`config.mk`:
```
export PLATFORM = sky130hd
export DESIGN_NAME = uart_file_xfer_ctrl_flat
export DESIGN_NICKNAME = d
export VERILOG_FILES = /design/src/rtl/uart_file_xfer_ctrl_pkg.sv /design/src/rtl/uart_file_xfer_ctrl_if.sv /design/src/rtl/uart_file_xfer_ctrl_byte_io.sv /design/src/rtl/uart_file_xfer_ctrl.sv /design/src/flat_wrapper.sv
export SDC_FILE = /design/constraint.sdc
export NUM_CORES = 1
export LEC_CHECK = 0
export BUFFER_PORTS_ARGS = -buffer_cell sky130_fd_sc_hd__buf_2
export CORE_MARGIN = 10
export CORE_UTILIZATION = 42
export DETAILED_ROUTE_END_ITERATION = 7
export PLACE_DENSITY = 0.69
export SLEW_MARGIN = 15
export SYNTH_ARGS = -nofsm -noshare
export SYNTH_HDL_FRONTEND = slang
export SYNTH_SLANG_ARGS = --single-unit
```
`constraint.sdc`:
```
create_clock -name clk -period 17.3 [get_ports clk]
set_input_delay 2.595 -clock clk [delete_from_list [all_inputs] [get_ports clk]]
set_output_delay 2.595 -clock clk [all_outputs]
set_load 0.05 [all_outputs]
```
`src/rtl/uart_file_xfer_ctrl_pkg.sv`:
```
// Shared constants for the UART file-transfer host: command bytes,
// iob_uart register map, FSM state types and a byte-extract helper.
package uart_file_xfer_ctrl_pkg;

   localparam logic [7:0] CMD_SEND = 8'd2;
   localparam logic [7:0] CMD_RECV = 8'd3;
   localparam logic [7:0] CMD_END  = 8'd4;

   localparam logic [2:0] REG_WRITE_WAIT = 3'd1;
   localparam logic [2:0] REG_DIV        = 3'd2;
   localparam logic [2:0] REG_DATA       = 3'd3;
   localparam logic [2:0] REG_SOFT_RESET = 3'd4;
   localparam logic [2:0] REG_READ_VALID = 3'd5;
   localparam logic [2:0] REG_RXEN       = 3'd6;

   typedef enum logic [1:0] {OP_WRITE, OP_GETCHAR, OP_PUTCHAR} io_op_t;

   typedef enum logic [1:0] {BIO_IDLE, BIO_RD1, BIO_RD2, BIO_GAP} bio_state_t;

   typedef enum logic [3:0] {
      ST_IDLE, ST_INIT, ST_CMD_GET, ST_DISPATCH, ST_SND_HDR,
      ST_SND_DATA, ST_RCV_HDR, ST_RCV_DATA, ST_DONE
   } xfer_state_t;

   // Byte i of a little-endian word.
   function automatic logic [7:0] byte_of(logic [31:0] w, logic [1:0] i);
      return w[{i, 3'b000} +: 8];
   endfunction

endpackage

```
`src/rtl/uart_file_xfer_ctrl_if.sv`:
```
// iob_uart register bus plus the word-read / byte-write memory ports.
interface uart_file_xfer_ctrl_if #(parameter int MEM_ADDR_W = 20);
   logic                  uart_sel;
   logic [2:0]            uart_addr;
   logic                  uart_wr;
   logic                  uart_rd;
   logic [31:0]           uart_di;
   logic [31:0]           uart_do;
   logic                  mem_ren;
   logic [MEM_ADDR_W-1:0] mem_raddr;
   logic [31:0]           mem_rdata;
   logic                  mem_wen;
   logic [MEM_ADDR_W-1:0] mem_waddr;
   logic [7:0]            mem_wdata;

   modport master (
      output uart_sel, uart_addr, uart_wr, uart_rd, uart_di,
      output mem_ren, mem_raddr, mem_wen, mem_waddr, mem_wdata,
      input  uart_do, mem_rdata
   );

   modport slave (
      input  uart_sel, uart_addr, uart_wr, uart_rd, uart_di,
      input  mem_ren, mem_raddr, mem_wen, mem_waddr, mem_wdata,
      output uart_do, mem_rdata
   );
endinterface

```
`src/rtl/uart_file_xfer_ctrl_byte_io.sv`:
```
// iob_uart bus sequencer: single-cycle register writes, GETCHAR and PUTCHAR.
// rdy is high whenever a new op can be taken; a write is retired on
// acceptance so consecutive writes reach the bus on consecutive cycles.
module uart_file_xfer_ctrl_byte_io
   import uart_file_xfer_ctrl_pkg::*;
#(
   parameter int unsigned POLL_GAP = 0
) (
   input  logic        clk,
   input  logic        rst,
   input  logic        req,
   input  io_op_t      op,
   input  logic [2:0]  wr_addr,
   input  logic [31:0] wr_data,
   output logic        rdy,
   output logic [7:0]  rbyte,
   output logic        sel,
   output logic        wr,
   output logic        rd,
   output logic [2:0]  addr,
   output logic [31:0] di,
   input  logic [31:0] dout
);
   bio_state_t  st;
   logic        get_op;
   logic        data_ph;
   logic [7:0]  tx_byte;
   logic [15:0] gap_cnt;

   assign rdy = (st == BIO_IDLE);

   // Two-cycle reads; status polls repeat until the ready condition holds.
   always_ff @(posedge clk or posedge rst) begin
      if (rst) begin
         st <= BIO_IDLE; sel <= 1'b0; wr <= 1'b0; rd <= 1'b0;
         addr <= '0; di <= '0; rbyte <= '0;
         get_op <= 1'b0; data_ph <= 1'b0; tx_byte <= '0; gap_cnt <= '0;
      end else begin
         case (st)
            BIO_IDLE: begin
               sel <= 1'b0; wr <= 1'b0; rd <= 1'b0;
               if (req) begin
                  if (op == OP_WRITE) begin
                     sel <= 1'b1; wr <= 1'b1; addr <= wr_addr; di <= wr_data;
                  end else begin
                     get_op  <= (op == OP_GETCHAR);
                     tx_byte <= wr_data[7:0];
                     data_ph <= 1'b0;
                     sel <= 1'b1; rd <= 1'b1;
                     addr <= (op == OP_GETCHAR) ? REG_READ_VALID : REG_WRITE_WAIT;
                     st <= BIO_RD1;
                  end
               end
            end
            BIO_RD1: st <= BIO_RD2;
            BIO_RD2: begin
               st <= BIO_RD1;
               if (data_ph) begin
                  rbyte <= dout[7:0]; sel <= 1'b0; rd <= 1'b0; st <= BIO_IDLE;
               end else if (get_op && dout != '0) begin
                  addr <= REG_DATA; data_ph <= 1'b1;
               end else if (!get_op && dout == '0) begin
                  rd <= 1'b0; wr <= 1'b1; addr <= REG_DATA; di <= {24'd0, tx_byte};
                  st <= BIO_IDLE;
               end else if (POLL_GAP != 0) begin
                  sel <= 1'b0; rd <= 1'b0; gap_cnt <= 16'(POLL_GAP); st <= BIO_GAP;
               end
            end
            BIO_GAP: begin
               if (gap_cnt == 16'd1) begin
                  sel <= 1'b1; rd <= 1'b1; st <= BIO_RD1;
               end else begin
                  gap_cnt <= gap_cnt - 16'd1;
               end
            end
            default: st <= BIO_IDLE;
         endcase
      end
   end
endmodule

```
`src/rtl/uart_file_xfer_ctrl.sv`:
```
// Host-side UART file-transfer controller: inits the UART, reads command
// bytes, streams memory out (cmd 2), stores an incoming file (cmd 3),
// echoes other bytes as console chars and stops on cmd 4.
module uart_file_xfer_ctrl
   import uart_file_xfer_ctrl_pkg::*;
#(
   parameter int          UART_DIV   = 868,
   parameter int          MEM_ADDR_W = 20,
   parameter int unsigned POLL_GAP   = 0
) (
   input  logic                        clk,
   input  logic                        rst,
   input  logic                        start,
   input  logic [31:0]                 tx_size,
   uart_file_xfer_ctrl_if.master       bus,
   output logic                        char_valid,
   output logic [7:0]                  char_data,
   output logic [31:0]                 rx_size,
   output logic                        busy,
   output logic                        done
);
   xfer_state_t           st;
   logic                  req, pending, rdy;
   io_op_t                op;
   logic [2:0]            io_addr;
   logic [31:0]           io_data;
   logic [7:0]            rbyte, cmd;
   logic [31:0]           cnt, tx_len, word, rx_shift;
   logic [1:0]            bidx, ph;
   logic                  mem_ren, mem_wen;
   logic [MEM_ADDR_W-1:0] mem_raddr, mem_waddr;
   logic [7:0]            mem_wdata;
   logic                  acc, fin, issue;

   assign acc   = req & rdy;
   assign fin   = pending & rdy;
   assign issue = ~req & ~pending;

   assign bus.mem_ren   = mem_ren;
   assign bus.mem_raddr = mem_raddr;
   assign bus.mem_wen   = mem_wen;
   assign bus.mem_waddr = mem_waddr;
   assign bus.mem_wdata = mem_wdata;

   uart_file_xfer_ctrl_byte_io #(.POLL_GAP(POLL_GAP)) u_io (
      .clk(clk), .rst(rst), .req(req), .op(op), .wr_addr(io_addr), .wr_data(io_data),
      .rdy(rdy), .rbyte(rbyte),
      .sel(bus.uart_sel), .wr(bus.uart_wr), .rd(bus.uart_rd),
      .addr(bus.uart_addr), .di(bus.uart_di), .dout(bus.uart_do)
   );

   // Protocol FSM: issues byte ops, owns counters, memory ports and status.
   always_ff @(posedge clk or posedge rst) begin
      if (rst) begin
         st <= ST_IDLE; req <= 1'b0; pending <= 1'b0; op <= OP_WRITE;
         io_addr <= '0; io_data <= '0; cmd <= '0; cnt <= '0; tx_len <= '0;
         word <= '0; rx_shift <= '0; bidx <= '0; ph <= '0;
         mem_ren <= 1'b0; mem_raddr <= '0; mem_wen <= 1'b0; mem_waddr <= '0; mem_wdata <= '0;
         char_valid <= 1'b0; char_data <= '0; rx_size <= '0; busy <= 1'b0; done <= 1'b0;
      end else begin
         char_valid <= 1'b0; mem_ren <= 1'b0; mem_wen <= 1'b0;
         if (acc) begin req <= 1'b0; pending <= (op != OP_WRITE); end
         if (fin) pending <= 1'b0;
         case (st)
            ST_IDLE: if (start) begin
               busy <= 1'b1; req <= 1'b1; op <= OP_WRITE;
               io_addr <= REG_SOFT_RESET; io_data <= 32'd1; cnt <= '0; st <= ST_INIT;
            end
            ST_INIT: if (acc) begin
               cnt <= cnt + 32'd1; req <= 1'b1;
               case (cnt[1:0])
                  2'd0:    begin io_addr <= REG_SOFT_RESET; io_data <= '0; end
                  2'd1:    begin io_addr <= REG_DIV; io_data <= 32'(UART_DIV); end
                  2'd2:    begin io_addr <= REG_RXEN; io_data <= 32'd1; end
                  default: begin req <= 1'b0; st <= ST_CMD_GET; end
               endcase
            end
            ST_CMD_GET: begin
               if (issue) begin req <= 1'b1; op <= OP_GETCHAR; end
               if (fin) begin cmd <= rbyte; st <= ST_DISPATCH; end
            end
            ST_DISPATCH: begin
               case (cmd)
                  CMD_SEND: begin tx_len <= tx_size; bidx <= '0; st <= ST_SND_HDR; end
                  CMD_RECV: begin bidx <= '0; st <= ST_RCV_HDR; end
                  CMD_END:  begin busy <= 1'b0; done <= 1'b1; st <= ST_DONE; end
                  default:  begin char_valid <= 1'b1; char_data <= cmd; st <= ST_CMD_GET; end
               endcase
            end
            ST_SND_HDR: begin
               if (issue) begin
                  req <= 1'b1; op <= OP_PUTCHAR; io_data <= {24'd0, byte_of(tx_len, bidx)};
               end
               if (fin) begin
                  bidx <= bidx + 2'd1; ph <= '0; cnt <= '0;
                  if (bidx == 2'd3) st <= (tx_len[31:2] == '0) ? ST_CMD_GET : ST_SND_DATA;
               end
            end
            ST_SND_DATA: begin
               case (ph)
                  2'd0: begin mem_ren <= 1'b1; mem_raddr <= cnt[MEM_ADDR_W-1:0]; ph <= 2'd1; end
                  2'd1: ph <= 2'd2;
                  2'd2: begin word <= bus.mem_rdata; ph <= 2'd3; end
                  default: begin
                     if (issue) begin
                        req <= 1'b1; op <= OP_PUTCHAR; io_data <= {24'd0, byte_of(word, bidx)};
                     end
                     if (fin) begin
                        bidx <= bidx + 2'd1;
                        if (bidx == 2'd3) begin
                           ph <= '0; cnt <= cnt + 32'd1;
                           if (cnt + 32'd1 == {2'b00, tx_len[31:2]}) st <= ST_CMD_GET;
                        end
                     end
                  end
               endcase
            end
            ST_RCV_HDR: begin
               if (issue) begin req <= 1'b1; op <= OP_GETCHAR; end
               if (fin) begin
                  rx_shift <= {rbyte, rx_shift[31:8]}; bidx <= bidx + 2'd1;
                  if (bidx == 2'd3) begin
                     rx_size <= {rbyte, rx_shift[31:8]}; cnt <= '0;
                     st <= ({rbyte, rx_shift[31:8]} == '0) ? ST_CMD_GET : ST_RCV_DATA;
                  end
               end
            end
            ST_RCV_DATA: begin
               if (issue) begin req <= 1'b1; op <= OP_GETCHAR; end
               if (fin) begin
                  mem_wen <= 1'b1; mem_waddr <= cnt[MEM_ADDR_W-1:0]; mem_wdata <= rbyte;
                  cnt <= cnt + 32'd1;
                  if (cnt + 32'd1 == rx_size) st <= ST_CMD_GET;
               end
            end
            ST_DONE: ;
            default: st <= ST_IDLE;
         endcase
      end
   end
endmodule

```
`src/flat_wrapper.sv`:
```
// flat-port wrapper written by rule: the top's interface ports become plain ports
module uart_file_xfer_ctrl_flat import uart_file_xfer_ctrl_pkg::*;
#(
   parameter int          UART_DIV   = 868,
   parameter int          MEM_ADDR_W = 20,
   parameter int unsigned POLL_GAP   = 0
)
  (clk, rst, start, tx_size, char_valid, char_data, rx_size, busy, done, bus_uart_sel, bus_uart_addr, bus_uart_wr, bus_uart_rd, bus_uart_di, bus_mem_ren, bus_mem_raddr, bus_mem_wen, bus_mem_waddr, bus_mem_wdata, bus_uart_do, bus_mem_rdata);
  uart_file_xfer_ctrl_if #(.MEM_ADDR_W(MEM_ADDR_W)) bus_i ();
  input  logic clk;
  input  logic rst;
  input  logic start;
  input  logic [31:0] tx_size;
  output logic char_valid;
  output logic [7:0] char_data;
  output logic [31:0] rx_size;
  output logic busy;
  output logic done;
  output wire logic [$bits(bus_i.uart_sel)-1:0] bus_uart_sel;
  output wire logic [$bits(bus_i.uart_addr)-1:0] bus_uart_addr;
  output wire logic [$bits(bus_i.uart_wr)-1:0] bus_uart_wr;
  output wire logic [$bits(bus_i.uart_rd)-1:0] bus_uart_rd;
  output wire logic [$bits(bus_i.uart_di)-1:0] bus_uart_di;
  output wire logic [$bits(bus_i.mem_ren)-1:0] bus_mem_ren;
  output wire logic [$bits(bus_i.mem_raddr)-1:0] bus_mem_raddr;
  output wire logic [$bits(bus_i.mem_wen)-1:0] bus_mem_wen;
  output wire logic [$bits(bus_i.mem_waddr)-1:0] bus_mem_waddr;
  output wire logic [$bits(bus_i.mem_wdata)-1:0] bus_mem_wdata;
  input wire logic [$bits(bus_i.uart_do)-1:0] bus_uart_do;
  input wire logic [$bits(bus_i.mem_rdata)-1:0] bus_mem_rdata;
  assign bus_uart_sel = bus_i.uart_sel;
  assign bus_uart_addr = bus_i.uart_addr;
  assign bus_uart_wr = bus_i.uart_wr;
  assign bus_uart_rd = bus_i.uart_rd;
  assign bus_uart_di = bus_i.uart_di;
  assign bus_mem_ren = bus_i.mem_ren;
  assign bus_mem_raddr = bus_i.mem_raddr;
  assign bus_mem_wen = bus_i.mem_wen;
  assign bus_mem_waddr = bus_i.mem_waddr;
  assign bus_mem_wdata = bus_i.mem_wdata;
  assign bus_i.uart_do = bus_uart_do;
  assign bus_i.mem_rdata = bus_mem_rdata;
  uart_file_xfer_ctrl #(.UART_DIV(UART_DIV), .MEM_ADDR_W(MEM_ADDR_W), .POLL_GAP(POLL_GAP)) u_core (.clk(clk), .rst(rst), .start(start), .tx_size(tx_size), .bus(bus_i), .char_valid(char_valid), .char_data(char_data), .rx_size(rx_size), .busy(busy), .done(done));
endmodule
```
---- Word-level counts from Yosys, hierarchy flattened ----
Cells that the tools add are included.
cells by class
  add/subtract/negate cells ............... 3
  multipliers ............................. 0
  div/mod/pow operators ................... 0
  magnitude comparators ................... 0
  equality and inequality tests ........... 56
  shift-type cells ........................ 2
  multiplexer cells ....................... 112
  bitwise logic cells ..................... 9
  reductions and logical operators ........ 57
operators by type and width
  cell                                                                     count
  32-bit two-way mux                                                       19
  32-bit case mux with 6 select lines                                      1
  32-bit case mux with 4 select lines                                      1
  32-bit case mux with 3 select lines                                      1
  32-bit logical NOT                                                       2
  32-bit case mux with 2 select lines                                      1
  32-bit by 6-bit indexed part select with 8-bit output                    2
  4-bit two-way mux                                                        14
  1-bit two-way mux                                                        36
  4-bit case mux with 9 select lines                                       1
  32-bit by 1-bit adder with 32-bit output, second input constant          1
  32-bit by 30-bit equality test with 1-bit output                         1
  32-bit equality test                                                     1
  2-bit by 1-bit inequality test with 1-bit output, second input constant  16
  32-bit nonzero test                                                      1
  30-bit logical NOT                                                       1
  3-bit two-way mux                                                        10
  2-bit two-way mux                                                        13
  4-bit AND reduction                                                      6
  2-bit inequality test, second input constant                             11
  3-bit AND reduction                                                      7
  2-bit AND reduction                                                      10
  16-bit by 1-bit equality test with 1-bit output, second input constant   1
  4-bit by 3-bit equality test with 1-bit output, second input constant    4
  other kinds (38)                                                         78
word-level totals
  register bits ........................... 350
  latch bits .............................. 0
  bits in writable memories ............... 0
  bits in read-only memories .............. 0
  input port bits ......................... 99
  output and inout bits ................... 131
  memories ................................ 0

---- Longest topological paths before layout ----
Gate-level depths: netlist (run 1).
  word-level depth ........................ 7
  depth in mapped cells ................... 12
  mapped depth without buffers ............ 11

---- Modules after synthesis ----
A second synthesis (run 1) with hierarchy kept.
unflattened totals
  cells, all modules ...................... 1,440
  area, all modules ....................... 16,014.1 µm²
modules (own cells, without submodules)
  module                       instances  cells each  area each (µm²)  sequential area each (µm²)
  uart_file_xfer_ctrl          1          1,133       12,729.7         6,105.9
  uart_file_xfer_ctrl_byte_io  1          307         3,284.4          1,851.8

---- Worst setup path before layout (run 1) ----
No wires, ideal clock.
  path type ............................... input port to flip-flop
  start ................................... in bus_uart_do[24]
  end ..................................... reg u_core.u_io.di[8]
  setup time .............................. 0.083 ns
  data arrival time ....................... 4.540 ns
  required time ........................... 17.217 ns
  setup slack ............................. 12.678 ns
  stages on the path ...................... 10
  path buffers ............................ 1
  path through ............................ nor4_1 nand4_1 or2_2 ha_1 nor3_1 a21oi_1 nor2_1 clkbuf_1 nand3_1 o21ai_0
on the way
  cells in the longest elaborated chain, start to end .. 4
  elaborated cells on any way between the ends .. 7
  classes of those cells .................. eq/ne (2); reduce/logical (5)
ends and longest elaborated chain
  what                                                       line                                                                  text
  start: declaration                                         flat_wrapper.sv:29                                                    input wire logic [$bits(bus_i.uart_do)-1:0] bus_uart_do;
  32-bit logical NOT or 32-bit nonzero test (tied branches)  uart_file_xfer_ctrl_byte_io.sv:62, uart_file_xfer_ctrl_byte_io.sv:60
  1-bit logical AND, on equally long branches                uart_file_xfer_ctrl_byte_io.sv:62, uart_file_xfer_ctrl_byte_io.sv:60
  2-bit inequality test (no line)                            -
  6-bit AND reduction (no line) (*)                          -
  end signal: assignment                                     uart_file_xfer_ctrl_byte_io.sv:36                                     addr <= '0; di <= '0; rbyte <= '0;
  end signal: assignment                                     uart_file_xfer_ctrl_byte_io.sv:44                                     sel <= 1'b1; wr <= 1'b1; addr <= wr_addr; di <= wr_data;
  end signal: assignment                                     uart_file_xfer_ctrl_byte_io.sv:63                                     rd <= 1'b0; wr <= 1'b1; addr <= REG_DATA; di <= {24'd0, tx_byte};
  end: declaration                                           uart_file_xfer_ctrl_byte_io.sv:21                                     output logic [31:0] di,
Every way passes the cells marked *; elsewhere a longest branch is shown, timed or not.
A chain may end at the register's enable or synchronous reset.

---- Final worst setup path (run 1) ----
  start ................................... in start
  end ..................................... reg u_core.cnt[12]
on the way
  cells in the longest elaborated chain, start to end .. 2
ends and longest elaborated chain
  what                             line                        text
  start: declaration               flat_wrapper.sv:12          input logic start;
  2-bit inequality test (no line)  -
  10-bit AND reduction (no line)   -
  end signal: assignment           uart_file_xfer_ctrl.sv:132  cnt <= cnt + 32'd1;
  end: declaration                 uart_file_xfer_ctrl.sv:28   logic [31:0] cnt, tx_len, word, rx_shift;
No other way between the ends.

==> results of run 1 <==
flip-flops by register name, indices dropped and copies added, names as in the netlist, 9 cells and up:
| register | cells |
|---|---|
| u_core.rx_shift | 24 |
| u_core.io_data | 9 |
| u_core.tx_len | 32 |
| u_core.rx_size | 32 |
| u_core.u_io.di | 9 |
| u_core.cnt | 32 |
| u_core.bus.mem_raddr | 20 |
| u_core.word | 32 |
| u_core.u_io.gap_cnt | 16 |
| u_core.bus.mem_waddr | 20 |
cell usage in the layout, fill, tap and decap left out, drive strengths merged, types with 8 or more instances in the layout:
| master | n |
|---|---|
| a21oi | 44 |
| a31oi | 18 |
| and3 | 11 |
| buf | 221 |
| clkbuf | 47 |
| clkinv | 8 |
| conb | 22 |
| dfrtp | 295 |
| ha | 13 |
| inv | 28 |
| mux2 | 197 |
| mux2i | 12 |
| mux4 | 15 |
| nand2 | 104 |
| nand2b | 10 |
| nand3 | 36 |
| nand3b | 8 |
| nand4 | 29 |
| nor2 | 84 |
| nor3 | 33 |
| nor4 | 40 |
| o21ai | 79 |
| o31ai | 19 |
| or2 | 8 |
| or3 | 11 |
| xnor2 | 46 |
| xor2 | 40 |
through the flow:
stage | std cells | cell area [um2]
global placement | 1974 | 16400
floorplan | 1398 | 15200
CTS | 2037 | 17600
global route | 2037 | 17600
detailed placement | 1974 | 16400
finish | 2037 | 17600
synthesized netlist by cell type (18+ instances only):
cell type	instances	area, um2
nor4_1	36	225
a21oi_1	44	220
nand2_1	104	390
nor3_1	32	160
xnor2_1	45	394
mux2_2	196	2210
xor2_1	40	350
o31ai_1	19	143
inv_1	28	105
a31oi_1	18	113
nand3_1	36	180
o21ai_0	77	385
nor2_1	84	315
nand4_1	27	169
buf_4	25	188
clkbuf_1	62	233
dfrtp_1	295	7380
power by group:
part	internal (uW)	leakage [uW]	total, uW	switching, uW
Sequential	695	0.00394	699	4.25
Combinational	14.4	0.00395	46.4	32.0
Clock	461	0.000578	755	294
Total	1170	0.00847	1500	330
area by class of cell:
type	count	area, um2	share of cell area (%)
clock buffer	47	1020	5.83
clock inverter	16	171	0.976
inverter	28	113	0.641
multi-input combinational	969	7160	40.7
sequential	295	7380	42.0
tap	461	577	3.28
timing repair buffer	221	1140	6.50
worst min-delay path by stage:
| stage | startpoint | end | slack [ns] | cells past startpoint |
|---|---|---|---|---|
| after CTS | u_core.u_io.gap_cnt[9] | u_core.u_io.gap_cnt[9] | 0.47 | 1 |
| after global placement | u_core.u_io.gap_cnt[9] | u_core.u_io.gap_cnt[9] | 0.45 | 1 |
| after global routing | u_core.done | u_core.done | 0.49 | 1 |
| after detailed placement | u_core.u_io.gap_cnt[9] | u_core.u_io.gap_cnt[9] | 0.45 | 1 |
| final | u_core.done | u_core.done | 0.47 | 1 |
| after floorplan | u_core.u_io.gap_cnt[9] | u_core.u_io.gap_cnt[9] | 0.43 | 1 |
routing by layer:
layer,vias to the layer above,global-route usage [%]
met3,64,4.34
li1,5310,-
met1,6029,28.8
met5,-,0
met2,490,31.4
met4,0,5.53
logic make-up (layout without fill, tap and decap cells):
kind of cell | after synthesis | in the layout | synth area share [%]
AO/OA/AOI/OAI | 220 | 220 | 9.17
XOR/XNOR | 86 | 86 | 5.05
adder cells (fa/ha/maj) | 14 | 14 | 1.15
buffers and inverters | 134 | 312 | 4.13
flip-flops | 295 | 295 | 49.0
multiplexers | 224 | 224 | 17.8
other | 1 | 22 | 0.0249
AND/OR/NAND/NOR | 403 | 403 | 13.8
==> key figures, run 1 <==
Outcome
  – Status: finished clean

Critical path
  – Worst EP arrival: 5.27 ns
  – CP max FO: 30
  – Critical Path Start Type: input pin
  – Reg2reg path depth: 11
  – Crit. Startpoint: start
  – CP delay by family, top: compound AO/OA/AOI/OAI gates
  – Crit-path max cell delay: 0.98 ns
  – Crit end category: register
  – Critical path class: input pin to register
  – Setup slack, reg-to-reg: 12.65 ns
  – R2R Path End: u_core.st[0]
  – WP buf/inv: 2
  – Stages on worst setup path: 6
  – Critical path required time: 17.63 ns
  – CP Capture Point: u_core.cnt[12]
  – Slowest stage cell, crit path: nand2_1
  – Worst r2r src: u_core.cnt[1]
  – CP cell instances: buf_2 > o21bai_1 > a211o_1 > inv_1 > nand2_1 > o21ai_0

Global route
  – Grt ovf: 0
  – Initial antenna violation count: 0
  – GRT Total Usage: 20.5%
  – Vias in the first global route: 12,000
  – Largest net degree at the start of global routing: 94
  – Global-route wire length before repair: 71,700 um

Route
  – Drt first pass iters: 5
  – Wire length per cell: 22.6 um
  – Vias: 11,900
  – Starting DRC count in detailed routing: 981
  – DRT antenna net count: 0
  – M1 wire length: 20,400 um
  – DRC viols: 0
  – Wire length on met2: 21,000 um
  – DR top layer: met4
  – WL met3: 3680 um
  – Mean number of vias per cell: 5.84
  – Routed wire length: 46,100 um

Die
  – Row count: 69
  – Starting Density: 42.5%
  – CORE AREA: 35,500 um2
  – I/O pins: 230
  – Total Die Area: 43,900 um2
  – Die X: 209 um
  – Die height: 209 um

Pwr
  – Power Dens Cells: 85.4 nW/um2
  – Lkg Pwr: 0.00847 uW
  – Worst VDD drop: 0.0674 mV
  – Total power: 1500 uW

CTS
  – CTS buffer count: 35
  – Register clock-pin slew on the reported worst setup and hold paths: 0.06 ns
  – H-tree depth: 2
  – Longest Clk Path Bufs: 3
  – Post-cts repair resize count: 0
  – CTS tree: built
  – # hold bufs at CTS: 0
  – Post-CTS setup buffers: 0
  – Clk_lat worst skew: 0.52 ns
  – Sink Count: 295
  – Clk root buf: clkbuf_16

STA
  – Relative slew slack: 19.3%
  – Worst Max-Slew Pin Slew: 1.21 ns
  – Slew Viols, Final: 0
  – Total Neg Setup Slack: 0 ns
  – Min Tclk post-route: 4.94 ns
  – Final setup fails: 0
  – Hold WS: 0.469 ns
  – Hold Fails Final Rpt: 0
  – Crit share post-route: 28.5%
  – Clock Skews: 0.0179 ns
  – Worst setup margin: 12.36 ns
  – Fmax: 202 MHz
  – RSZ-0062 raised after global routing: no

Placed design
  – Pre-CTS setup slack: 11.86 ns
  – Gpl congestion: 0.930
  – Port Buffer Count: 207
  – Post-DP HPWL: 33,700 um

Finish
  – Fill cell count: 3,252
  – Share of layout cells above drive strength 1: 32.7%
  – Fin util: 49.5%
  – Nets: 1,662
  – Area Overhead vs Synth: 16.5%
  – N_diodes: 0

Logic synthesis
  – Netlist cell types: 77
  – Post-synthesis cell count: 1,377
  – Count of flip-flops with a built-in enable after synthesis: 0
  – Ys async rst share: 100%
  – Syn. warnings: 0
  – Cell Area, Synth: 15,100 um2
  – Register area share after synthesis: 49.0%
  – Ys flop type: dfrtp_1
  – Yosys reg bits: 295
  – Syn Area/Cell: 10.9 um2

Hold path
  – Worst Hold Class: register to register

Job
  – Max cap viols: 0
Note: power is estimated with default switching activity, not from simulation.
==> inputs of run 2 (changes only) <==
ABC_AREA = 1   (was default)
PLACE_DENSITY = 0.71   (was 0.69)
clock period = 4.3 ns   (was 17.3 ns; I/O delays follow)
==> key figures, run 2 <==
Outcome
  – Status: finished clean (unchanged)

Die
  – I/O pins: 230 (unchanged)
  – CORE AREA: 34,500 um2 (was 35,500 um2)
  – Total Die Area: 42,900 um2 (was 43,900 um2)
  – Die height: 207 um (was 209 um)
  – Row count: 68 (was 69)
  – Die X: 207 um (was 209 um)
  – Starting Density: 42.6% (was 42.5%)

Logic synthesis
  – Area contributors post-synth: dfrtp_1 50%, nand2_1 15%, o21ai_0 5.5%, inv_1 4.9%, nor2_1 4.4% (was dfrtp_1 49%, mux2_2 15%, xnor2_1 2.6%, nand2_1 2.6%, o21ai_0 2.6%)
  – Syn Area/Cell: 7.78 um2 (was 10.9 um2)
  – Cell taking the most area after synthesis: dfrtp_1 (unchanged)
  – Share of the synthesized area in the top cell type: 50.2% (was 49.0%)
  – Count of flip-flops with a built-in enable after synthesis: 0 (unchanged)
  – Register area share after synthesis: 50.2% (was 49.0%)
  – Syn. warnings: 0 (unchanged)
  – Commonest cells in the netlist: 593 x nand2_1, 295 x dfrtp_1, 190 x inv_1 (was 295 x dfrtp_1, 196 x mux2_2, 104 x nand2_1)
  – Post-synthesis cell count: 1,891 (was 1,377)
  – Top-count cell post-synth: nand2_1 (was dfrtp_1)
  – Yosys reg bits: 295 (unchanged)
  – Ys flop type: dfrtp_1 (unchanged)
  – Ys async rst share: 100% (unchanged)
  – Cell Area, Synth: 14,700 um2 (was 15,100 um2)
  – Netlist cell types: 42 (was 77)

Route
  – Wire length per cell: 18.3 um (was 22.6 um)
  – Starting DRC count in detailed routing: 1,062 (was 981)
  – DRC viols: 0 (unchanged)
  – Vias: 13,500 (was 11,900)
  – DRT antenna net count: 0 (unchanged)
  – Drt first pass iters: 6 (was 5)
  – Mean number of vias per cell: 5.24 (was 5.84)
  – Routed wire length: 47,100 um (was 46,100 um)

Critical path
  – Critical path class: register to register (was input pin to register)
  – Crit. Startpoint: u_core.st[2] (was start)
  – Worst EP arrival: 3.51 ns (was 5.27 ns)
  – CP Capture Point: u_core.cnt[19] (was u_core.cnt[12])
  – Reg2reg path depth: 13 (was 11)
  – Setup slack, reg-to-reg: 1.16 ns (was 12.65 ns)
  – R2R Path End: u_core.cnt[19] (was u_core.st[0])
  – Worst r2r src: u_core.st[2] (was u_core.cnt[1])
  – Critical path required time: 4.66 ns (was 17.63 ns)
  – Crit end category: register (unchanged)
  – CP max FO: 53 (was 30)
  – Critical Path Start Type: register (was input pin)

STA
  – Worst Max-Slew Pin Slew: 1.03 ns (was 1.21 ns)
  – Crit share post-route: 73.1%
  – Relative slew slack: 31.0% (was 19.3%)
  – Clock Skews: 0.0171 ns (was 0.0179 ns)
  – Fmax: 318 MHz
  – Final setup fails: 0 (unchanged)
  – Slew Viols, Final: 0 (unchanged)
  – RSZ-0062 raised after global routing: no (unchanged)
  – Hold Fails Final Rpt: 0 (unchanged)
  – Min Tclk post-route: 3.14 ns

Global route
  – Largest net degree at the start of global routing: 94 (unchanged)
  – GRT Total Usage: 21.3% (was 20.5%)
  – Global-route wire length before repair: 74,000 um (was 71,700 um)
  – Grt ovf: 0 (unchanged)
  – Vias in the first global route: 13,300 (was 12,000)
  – Initial antenna violation count: 1 (was 0)

Finish
  – Nets: 2,204 (was 1,662)
  – Finished Cell Area: 17,300 um2 (was 17,600 um2)
  – Highest-count cells in the layout ignoring fill and taps: 591 x nand2_1, 295 x dfrtp_1, 207 x buf_2, 189 x inv_1, 173 x nor2_1 (was 295 x dfrtp_1, 207 x buf_2, 196 x mux2_2, 103 x nand2_1, 83 x nor2_1)
  – Commonest non-fill, non-tap cell in the layout: nand2_1 (was dfrtp_1)
  – Fin util: 50.2% (was 49.5%)
  – Area Overhead vs Synth: 17.8% (was 16.5%)
  – Share of layout cells above drive strength 1: 14.8% (was 32.7%)

Pwr
  – Lkg Pwr: 0.00905 uW (was 0.00847 uW)
  – Sw power: 1400 uW (was 330 uW)
  – Internal Power: 4690 uW (was 1170 uW)
  – Reg power frac: 46.4% (was 46.6%)
  – Logic gate share of total power: 4.6% (was 3.1%)
  – Power Dens Cells: 352 nW/um2 (was 85.4 nW/um2)
  – Switching portion of total power: 22.9% (was 22.0%)
  – Clock power frac: 49.0% (was 50.3%)
  – Worst VDD drop: 0.270 mV (was 0.0674 mV)

CTS
  – Clk root buf: clkbuf_16 (unchanged)
  – Post-cts repair resize count: 0 (unchanged)
  – # hold bufs at CTS: 0 (unchanged)
  – Post-CTS setup buffers: 0 (unchanged)
  – Clk_lat worst skew: 0.52 ns (about the same)
  – Register clock-pin slew on the reported worst setup and hold paths: 0.06 ns (about the same)
  – Longest Clk Path Bufs: 3 (unchanged)
  – H-tree depth: 2 (unchanged)
  – Sink Count: 295 (unchanged)
  – CTS tree: built (unchanged)
  – CTS buffer count: 34 (was 35)

Placed design
  – Post-DP HPWL: 36,600 um (was 33,700 um)
  – Port Buffer Count: 207 (unchanged)
  – Cell Area, Placed: 16,200 um2 (was 16,400 um2)
  – Gpl congestion: 0.969 (was 0.930)

Job
  – Max cap viols: 0 (unchanged)

Hold path
  – Worst Hold Class: input pin to async pin (was register to register)
## run 2: worst max-delay path, cell delays in order (launching register included)
cell	delay, ns
dfrtp_1	0.49
nand2_1	0.18
nor2_2	0.22
inv_1	0.14
nor2_4	0.12
buf_4	0.44
o21ai_1	0.18
o21ai_0	0.12
nor2_1	0.08
nand2_1	0.12
inv_2	0.31
nand2_1	0.19
buf_4	0.27
o22ai_1	0.12
## run 2: per-layer routing
metal	vias to the layer above	GRT usage (%)	wire, um
met2	457	35.5	22600
met3	81	4.78	3510
li1	6501	-	-
met1	6436	26.5	19400
met4	2	7.88	1650
met5	-	0	13
## run 2: worst min-delay path by stage
stage	depth (start not counted)	slack (ns)	endpoint	from
after CTS	3	0.32	u_core.word[27]	bus_mem_rdata[27]
after global placement	2	0.45	u_core.char_data[3]	u_core.char_data[3]
final	2	0.11	u_core.bus.mem_wen	rst
after detailed placement	2	0.46	u_core.u_io.tx_byte[0]	u_core.u_io.tx_byte[0]
after floorplan	2	0.44	u_core.u_io.tx_byte[0]	u_core.u_io.tx_byte[0]
after global routing	2	0.10	u_core.bus.mem_wen	rst
## run 2: logic make-up (layout without fill, tap and decap cells)
| group | count (synthesis) | in the layout | share of synthesized area, % |
|---|---|---|---|
| xor+xnor | 27 | 27 | 1.61 |
| fa+ha+maj | 13 | 13 | 1.11 |
| other cells | 1 | 23 | 0.0255 |
| flops | 295 | 295 | 50.2 |
| compound gates | 311 | 311 | 11.6 |
| simple gates | 963 | 963 | 27.4 |
| mux | 3 | 3 | 0.230 |
| buf+inv | 278 | 481 | 7.77 |
## run 2: final cells by class
cell class,count,area [um2]
multi-input cells,1339,6280
clock inverters,19,245
clock buffers,40,903
inverters,198,747
fillers,3404,17200
flip-flops and latches,295,7380
repair buffers,224,1200
diodes,1,2.50
well taps,455,569
## run 2: stage by stage
step / power [uW] / TNS [ns] / instances / hold slack (ns) / setup slack, ns
2_1_floorplan: 3060 / -77.33 / 1912 / 0.442 / -0.262
3_3_place_gp: 3150 / 0 / 2510 / 0.453 / 1.25
3_5_place_dp: 3160 / 0 / 2510 / 0.459 / 1.20
4_1_cts: 6150 / 0 / 2569 / 0.320 / 1.18
5_1_grt: 6300 / 0 / 2570 / 0.104 / 0.835
6_report: 6090 / 0 / 2571 / 0.111 / 1.16
## run 2: power groups by stage
stage	clock network, uW	registers (uW)	logic (uW)
6_report	2980	2830	278
4_1_cts	3050	2830	280
2_1_floorplan	0	2890	173
3_3_place_gp	0	2880	275
3_5_place_dp	0	2880	279
5_1_grt	3160	2830	311
